$ cat config.mk
export PLATFORM = sky130hd
export DESIGN_NAME = mem_arbiter
export DESIGN_NICKNAME = d
export VERILOG_FILES = /design/src/rtl/mem_arbiter.sv
export SDC_FILE = /design/constraint.sdc
export NUM_CORES = 1
export LEC_CHECK = 0
export BUFFER_PORTS_ARGS = -buffer_cell sky130_fd_sc_hd__buf_2
export CORE_MARGIN = 2
export CORE_UTILIZATION = 47
export DETAILED_ROUTE_END_ITERATION = 6
export PLACE_DENSITY = 0.93
export SLEW_MARGIN = 10
export SYNTH_ARGS = -nofsm -noshare
export SYNTH_HDL_FRONTEND = slang
export SYNTH_SLANG_ARGS = --single-unit
$ cat constraint.sdc
create_clock -name clk -period 3.9 [get_ports clk]
set_input_delay 0.78 -clock clk [delete_from_list [all_inputs] [get_ports clk]]
set_output_delay 0.78 -clock clk [all_outputs]
set_load 0.03 [all_outputs]
$ cat src/rtl/mem_arbiter.sv
// mem_arbiter: shares one RAM between port 0 (CPU) and port 1 (loader/debug).
// Each access takes two cycles. In ARB the winner's request is latched, and
// in ISSUE it is driven to the RAM. A read returns rvalid/rdata one cycle
// after its ISSUE cycle, overlapping the next ARB.
// Ports:
//   clk, rst_n                       clock, async active-low reset
//   req/we/addr/wdata{0,1}           requests; held until the matching gnt
//   lock1                            port 1 keeps ownership while held with req1
//   gnt{0,1}, rvalid{0,1}            1-cycle grant / read-valid pulses
//   rdata                            shared read data, qualified by rvalidN
//   ram_w_en/ram_addr/ram_w_data     RAM drive; ram_r_data is the RAM read port
//   busy                             ISSUE cycle or read response outstanding
module mem_arbiter #(
  parameter int AW           = 8,
  parameter int DW           = 16,
  parameter bit CPU_PRIORITY = 1'b0
) (
  input  logic          clk,
  input  logic          rst_n,
  input  logic          req0,
  input  logic          we0,
  input  logic [AW-1:0] addr0,
  input  logic [DW-1:0] wdata0,
  output logic          gnt0,
  output logic          rvalid0,
  input  logic          req1,
  input  logic          we1,
  input  logic [AW-1:0] addr1,
  input  logic [DW-1:0] wdata1,
  input  logic          lock1,
  output logic          gnt1,
  output logic          rvalid1,
  output logic [DW-1:0] rdata,
  output logic          ram_w_en,
  output logic [AW-1:0] ram_addr,
  output logic [DW-1:0] ram_w_data,
  input  logic [DW-1:0] ram_r_data,
  output logic          busy
);

  typedef enum logic {ARB = 1'b0, ISSUE = 1'b1} state_e;

  state_e        state_q, state_d;
  logic          lat_we_q, lat_we_d;
  logic [AW-1:0] lat_addr_q, lat_addr_d;
  logic [DW-1:0] lat_wdata_q, lat_wdata_d;
  logic          lat_id_q, lat_id_d;
  logic          last_q, last_d;      // port that won the previous access
  logic          owner_q, owner_d;    // port 1 holds the RAM under lock1
  logic          rvalid0_q, rvalid0_d;
  logic          rvalid1_q, rvalid1_d;
  logic [DW-1:0] rdata_q, rdata_d;
  logic          win;

  always_ff @(posedge clk or negedge rst_n) begin
    if (!rst_n) begin
      state_q     <= ARB;
      lat_we_q    <= 1'b0;
      lat_addr_q  <= '0;
      lat_wdata_q <= '0;
      lat_id_q    <= 1'b0;
      last_q      <= 1'b1;  // port 0 takes the first tie
      owner_q     <= 1'b0;
      rvalid0_q   <= 1'b0;
      rvalid1_q   <= 1'b0;
      rdata_q     <= '0;
    end else begin
      state_q     <= state_d;
      lat_we_q    <= lat_we_d;
      lat_addr_q  <= lat_addr_d;
      lat_wdata_q <= lat_wdata_d;
      lat_id_q    <= lat_id_d;
      last_q      <= last_d;
      owner_q     <= owner_d;
      rvalid0_q   <= rvalid0_d;
      rvalid1_q   <= rvalid1_d;
      rdata_q     <= rdata_d;
    end
  end

  // Winner selection, only meaningful when at least one port requests.
  always_comb begin
    win = 1'b0;
    if (owner_q && lock1 && req1) win = 1'b1;
    else if (req0 && !req1)       win = 1'b0;
    else if (req1 && !req0)       win = 1'b1;
    else if (CPU_PRIORITY)        win = 1'b0;
    else                          win = ~last_q;
  end

  always_comb begin
    state_d     = state_q;
    lat_we_d    = lat_we_q;
    lat_addr_d  = lat_addr_q;
    lat_wdata_d = lat_wdata_q;
    lat_id_d    = lat_id_q;
    last_d      = last_q;
    owner_d     = owner_q;
    rvalid0_d   = 1'b0;
    rvalid1_d   = 1'b0;
    rdata_d     = rdata_q;
    case (state_q)
      ARB: begin
        // Ownership lapses as soon as port 1 stops holding lock1 with req1.
        if (!(lock1 && req1)) owner_d = 1'b0;
        if (req0 || req1) begin
          lat_id_d    = win;
          lat_we_d    = win ? we1    : we0;
          lat_addr_d  = win ? addr1  : addr0;
          lat_wdata_d = win ? wdata1 : wdata0;
          state_d     = ISSUE;
        end
      end
      ISSUE: begin
        state_d = ARB;
        last_d  = lat_id_q;
        owner_d = lat_id_q;
        // RAM read is combinational on ram_addr, so capture it here.
        if (!lat_we_q) begin
          rvalid0_d = ~lat_id_q;
          rvalid1_d = lat_id_q;
          rdata_d   = ram_r_data;
        end
      end
      default: state_d = ARB;
    endcase
  end

  // Latched address/data only change on entry to ISSUE, so the RAM bus holds
  // its last value outside ISSUE without extra registers.
  assign ram_addr   = lat_addr_q;
  assign ram_w_data = lat_wdata_q;
  assign ram_w_en   = (state_q == ISSUE) && lat_we_q;
  assign gnt0       = (state_q == ISSUE) && !lat_id_q;
  assign gnt1       = (state_q == ISSUE) &&  lat_id_q;
  assign rvalid0    = rvalid0_q;
  assign rvalid1    = rvalid1_q;
  assign rdata      = rdata_q;
  assign busy       = (state_q == ISSUE) || rvalid0_q || rvalid1_q;

endmodule

[Yosys cells after proc, flatten, opt, wreduce, memory -nomap -nowiden]
Cells that the tools add are included.
Word-level totals
  register bits after elaboration: 47
  bits in latches: 0
  RAM bits: 0
  memory bits (read-only): 0
  input bits: 71
  memories kept: 0
Operators by class
  add/subtract/negate cells: 0
  multipliers: 0
  div/mod/pow operators: 0
  magnitude comparators: 0
  eq/ne operators: 1
  shift-type cells: 0
  mux-type cells: 14
  bitwise gates (word level): 4
  reductions and logical operators: 16
Operator list (count)
  two-way mux 16 bit: 1
  two-way mux 1 bit: 10
  logical AND 1 bit: 8
  two-way mux 8 bit: 1
  inverter 1 bit: 4
  case mux 1 bit (2 select lines): 2
  AND reduction 2 bit: 2
  logical NOT 1 bit: 3
  logical OR 1 bit: 3
  != test 2 bit (second input constant): 1

[Logic depth before layout (Yosys ltp)]
Gate-level depths: netlist of the first run.
  depth in word-level cells: 6
  depth in mapped cells: 6
  depth with buffers taken out: 4

[Least setup slack after synthesis of the first run]
Ideal clock, no wire load.
  path type: register -> output
  from: reg rvalid0_q (netlist: rvalid0)
  to: out busy
  data arrival time: 0.991 ns
  setup slack: 2.129 ns
  stages on the path, launching flop included: 2
  buffers on the path: 0
  cells stage by stage: dfrtp_1 > or3_1
Between the ends
  word-level cells in the longest chain between the ends: 2
RTL lines
  start, declared: line 50  | logic rvalid0_q, rvalid0_d;
  start signal, assigned: line 75  | rvalid0_q <= rvalid0_d;
  logical OR 1 bit (2 in series): line 139  | assign busy = (state_q == ISSUE) || rvalid0_q || rvalid1_q;
  end, declared: line 38  | output logic busy
No other way between the ends.

[Worst setup path in the final report of the first run]
  from: in lock1
  to: reg lat_wdata_q[15] (netlist: ram_w_data[15])
Between the ends
  word-level cells in the longest chain between the ends: 4
RTL lines
  start, declared: line 30  | input logic lock1,
  logical AND 1 bit (2 in series): line 84  | if (owner_q && lock1 && req1) win = 1'b1;
  two-way mux 1 bit: line 84
  two-way mux 16 bit: line 110  | lat_wdata_d = win ? wdata1 : wdata0;
  end signal, assigned: line 71  | lat_wdata_q <= lat_wdata_d;
  end, declared: line 46  | logic [DW-1:0] lat_wdata_q, lat_wdata_d;
No other way between the ends.
A chain may end at the register's enable or synchronous reset.

==> reports/qor.txt, run 1 <==
outcome -> complete, no violations
count leader, synth -> dfrtp_1
PostCTS Resize Cnt -> 0
fillers -> 332
Initial Util -> 49.9%
unrepaired setup endpoints after global routing -> false
final RePlAce weighted congestion -> 0.711
CTS sink cnt -> 47
clk_lat worst skew -> 290 ps
CP Capture Point -> ram_w_data[15]
startpoint types -> input pin
Avg Cell Area, Syn -> 12.0 sq um
register area -> 1180 sq um
Max Fanout on Critical Path -> 26
grt total ovfl -> 0
final WL -> 4080 um
Yosys reg bits -> 47
initial antenna violation count -> 0
Die Area -> 4880 sq um
Worst Hold Class -> flop to flop
port bufs -> 116
Post-synth top cells -> dfrtp_1 (46), nand2_1 (29), mux2i_1 (25), o21ai_1 (21), mux2_2 (16)
Final Hold Slack -> 475 ps
Tmin final -> 2090 ps
Worst VDD drop -> 0.263 mV
initial drt markers -> 112
R2R Path Start -> last_q
Post-Route Setup TNS -> 0 ps
Rel. slew slack -> 28.9%
Setup WS pre-CTS -> 1480 ps
clk buf depth -> 2
Max H-tree Level -> 2
CP required -> 4040 ps
synthesis-to-finish area growth -> 34.0%
Synth Flop Type -> dfrtp_1
maxcap violations -> 0
area of the core -> 4090 sq um
via count -> 1603
hold buffers post-CTS -> 0
DRT antenna net count -> 0
Synth top area share -> 56.5%
final setup violation count -> 0
Slew Viols, Final -> 0
final worst slack -> 1810 ps
multi-input logic area -> 759 sq um
fmax -> 0.479 GHz
GRT Total Usage -> 17.7%
Final nets -> 354
routed vias/inst -> 4.80
Die Wd -> 69.9 um
vias in the first global route -> 1559
cell row count -> 23
register area share after synthesis -> 57.8%
Pwr per Cell Area -> 661 nW/um^2
Setup crit start -> lock1
setup slack, reg-to-reg -> 1930 ps
DR pass1 iterations -> 4
reg2reg path depth -> 4
Crit. End Element -> flop
Pwr Total -> 0.00181 W
largest net degree at the start of global routing -> 54
Synth async-reset ratio -> 100%
Setup CP Type -> input pin to flop
CTS tree -> built
slew of the pin with the lowest slew margin -> 1060 ps
CTS buffer count -> 5
Reg clk slew, reported paths -> 80 ps
share of cells above drive strength 1 -> 50.7%
post-CTS setup buffers -> 0
final period utilization -> 53.6%
Unique masters post-synth -> 23
Post-synth EDFFs -> 0
post-DP HPWL -> 3070 um
syn_nets -> 241
Yosys Warn Count -> 0
# IOs -> 117
Final Hold Viols -> 0
clk_skew -> 5.97 ps
post-layout util -> 66.8%
critical path arrival -> 2230 ps
Leakage -> 1.45 nW
FF-to-FF End -> ram_w_data[15]
dominant cells by area after synthesis -> dfrtp_1 (56%), mux2i_1 (12%), mux2_2 (8.8%)
die height -> 69.9 um
mapped cell area -> 2040 sq um
Syn Inst Count -> 170
global-route wire length before repair -> 6910 um
Root Buffer -> clkbuf_8
Residual DRC -> 0
area leader, netlist -> dfrtp_1
ANT cells -> 0
Routed WL per cell -> 12.2 um
-- registers in the layout, summed over array words and instances (netlist names) --
signal      count
last_q          1
lat_id_q        1
lat_we_q        1
owner_q         1
ram_addr        8
ram_w_data     16
rdata          16
rvalid0         1
rvalid1         1
state_q         1
-- routing by layer --
metal / GRT usage, % / vias to the layer above / wire [um]
met5: 0 / - / 0
met4: 7.05 / 0 / 91
met3: 6.06 / 10 / 329
met2: 30.1 / 76 / 1940
met1: 20.6 / 717 / 1720
li1: - / 800 / -
-- cells by family (layout without fill, tap and decap cells) --
kind of cell	count (synthesis)	in the layout	share of synthesized area, %
and+or+nand+nor	39	39	8.35
AOI/OAI and AO/OA	29	29	7.43
DFF	47	47	57.8
buffers and inverters	14	128	5.34
muxes	41	41	21.1
-- metrics by stage --
step	instance area, sq um	std cells
after floorplan	2040	170
after global routing	2730	334
final	2730	334
after detailed placement	2600	326
after CTS	2730	334
after global placement	2600	326
-- power breakdown --
| part | total [W] | switching (W) | internal (W) |
|---|---|---|---|
| logic | 0.000703 | 0.000458 | 0.000245 |
| clock network | 0.000411 | 0.000155 | 0.000256 |
| registers | 0.000692 | 0.0000664 | 0.000625 |
| total | 0.00181 | 0.000679 | 0.00113 |
-- critical path: stages --
cell	delay [ps]
buf_2	100
and2_4	140
o21ai_4	830
mux2i_1	260
o21ai_0	100
-- layout by cell type, fill, tap and decap left out --
master,count
mux2_2,16
buf_4,1
and2_4,1
and2_1,1
o21bai_1,1
or2_2,1
mux2i_1,25
nand3b_1,1
clkbuf_8,5
nor2b_1,3
buf_2,116
o21ai_0,6
dfstp_2,1
or3_1,1
inv_1,3
nand2_1,29
dfrtp_1,46
o21ai_1,21
nor2_1,2
o21ai_4,1
bufinv_16,2
clkbuf_1,1
-- area by class of cell --
class | instances | area share, %
sequential | 47 | 43.1
multi-input combinational | 109 | 27.8
timing repair buffer | 117 | 21.5
clock buffer | 6 | 2.66
tap | 50 | 2.29
clock inverter | 2 | 2.20
inverter | 3 | 0.412
-- how the worst min path moves through the flow --
stage,start,endpoint,slack [ps],cells past startpoint
finish,ram_addr[6],ram_addr[6],480,2
detailed placement,lat_we_q,rvalid1,460,1
global route,lat_we_q,rvalid1,500,1
global placement,ram_addr[6],ram_addr[6],460,2
CTS,lat_id_q,rvalid0,480,1
floorplan,lat_we_q,rvalid1,440,1
(Power assumes the default switching activity.)
==> run 2, diff against run 1 <==
- CORE_UTILIZATION: 47 -> 39
- PLACE_DENSITY: 0.93 -> 0.83
- clock period: 3.9 -> 1.9 ns (I/O delays scaled with it)
==> run 2 against run 1 <==
  * Clock skew grew 1.4 ps
  * Power grew 110%
  * Critical path depth shrank 3
  * First-iteration DRC count shrank 66%
  * Sequential power grew 110%
  * Largest cell class unchanged
  * Clock power grew 110%
  * Via count shrank 0.31%
  * Global-route usage shrank 3.1 points
  * Cell count grew 6.9%
  * Largest power group unchanged
==> reports/qor.txt, run 2 (synthesis gave the netlist of run 1 again) <==
Final Hold Slack -> 45.8 ps
CTS tree -> built
die height -> 76.3 um
reg2reg path depth -> 2
Slew Viols, Final -> 0
Residual DRC -> 0
DR pass1 iterations -> 2
Final nets -> 357
Rel. slew slack -> 44.7%
clk buf depth -> 2
fmax -> 0.589 GHz
GRT Total Usage -> 14.7%
Root Buffer -> clkbuf_8
global-route wire length before repair -> 6950 um
Critical Path, Cell by Cell -> or3_1 -> buf_2
via count -> 1598
port bufs -> 116
largest net degree at the start of global routing -> 54
commonest non-fill, non-tap cell in the layout -> buf_2
Setup WS pre-CTS -> 253 ps
Worst Hold Class -> input pin to async pin
share of cells above drive strength 1 -> 51.6%
Post-Route Setup TNS -> 0 ps
Largest stage delay, worst path -> 450 ps
final setup violation count -> 0
final period utilization -> 89.3%
FF-to-FF End -> ram_addr[6]
PostCTS Resize Cnt -> 0
Initial Util -> 40.2%
setup slack, reg-to-reg -> 380 ps
CTS sink cnt -> 47
outcome -> complete, no violations
Logic pwr share -> 39.2%
maxcap violations -> 0
clk_lat worst skew -> 290 ps
Reg clk slew, reported paths -> 90 ps
Final Hold Viols -> 0
hold buffers post-CTS -> 0
initial antenna violation count -> 0
Routed WL per cell -> 11.3 um
sw frac -> 37.7%
grt total ovfl -> 0
final WL -> 4030 um
register share of total power -> 38.1%
post-DP HPWL -> 3110 um
Leakage -> 1.47 nW
critical path arrival -> 1320 ps
CP required -> 1520 ps
R2R Path Start -> state_q
DRT antenna net count -> 0
Max Fanout on Critical Path -> 8
CTS buffer count -> 5
clk_skew -> 7.40 ps
vias in the first global route -> 1573
Worst VDD drop -> 0.474 mV
final RePlAce weighted congestion -> 0.690
area of the core -> 5070 sq um
Setup CP Type -> flop to output port
P_sw -> 0.00141 W
Die Wd -> 76.3 um
synthesis-to-finish area growth -> 37.8%
Tmin final -> 1700 ps
unrepaired setup endpoints after global routing -> false
cell row count -> 26
final worst slack -> 203 ps
most frequent cells in the layout -> buf_2 (116), dfrtp_1 (46), nand2_1 (29)
Die Area -> 5820 sq um
routed vias/inst -> 4.48
ANT cells -> 0
internal power -> 0.00233 W
# IOs -> 117
post-CTS setup buffers -> 0
initial drt markers -> 38
Slowest-stage cell, CP -> dfrtp_1
Clk pwr share -> 22.7%
Crit. End Element -> output port
slew of the pin with the lowest slew margin -> 830 ps
Pwr per Cell Area -> 1330 nW/um^2
startpoint types -> flop
Max H-tree Level -> 2
-- run 2: cell types whose count changed in the layout (fill, tap and decap cells not counted), sizes merged --
cell	change
clkbuf	-1
buf	+3
clkinvlp	+1
-- run 2: power by group through the flow --
stage | Combinational (W) | Clock (W) | Sequential (W)
after global placement | 0.00146 | 0 | 0.00144
after global routing | 0.00157 | 0.000905 | 0.00147
after floorplan | 0.000538 | 0 | 0.00196
final | 0.00147 | 0.000847 | 0.00143
after detailed placement | 0.00149 | 0 | 0.00144
after CTS | 0.00149 | 0.000870 | 0.00143
-- run 2: worst max-delay path by stage --
stage	start	slack, ps	endpoint	cells past startpoint
finish	state_q	200	busy	2
global route	state_q	150	busy	2
CTS	state_q	190	busy	2
detailed placement	req1	250	lat_id_q	4
global placement	req1	270	ram_addr[5]	4
floorplan	rvalid0	530	busy	1
-- run 2: cell type report --
| class | count | area, sq um |
|---|---|---|
| well taps | 70 | 87.6 |
| multi-input cells | 109 | 759 |
| clock inverters | 3 | 67.6 |
| inverters | 3 | 11.3 |
| clock buffers | 5 | 68.8 |
| flip-flops and latches | 47 | 1180 |
| fillers | 452 | 2270 |
| repair buffers | 120 | 636 |
-- run 2: critical path, delay by kind of cell, from the launching register on --
kind	cells	cell delay [ps]
flip-flops	1	450
AND/OR/NAND/NOR	1	390
buffers and inverters	1	180
-- run 2: per-layer routing --
| metal | global-route usage, % | vias to the layer above | wire length, um |
|---|---|---|---|
| met1 | 16.6 | 712 | 1720 |
| met5 | 0 | - | 0 |
| met2 | 26.5 | 73 | 2000 |
| met3 | 4.38 | 4 | 277 |
| li1 | - | 809 | - |
| met4 | 4.36 | 0 | 32 |
-- run 2: through the flow --
stage	utilization, %	cell area (sq um)	total power [W]	cells
after detailed placement	52.6	2670	0.00293	349
final	55.3	2810	0.00374	357
after floorplan	-	2040	0.00250	170
after global placement	52.6	2670	0.00289	349
after CTS	55.3	2810	0.00379	357
after global routing	55.3	2810	0.00395	357
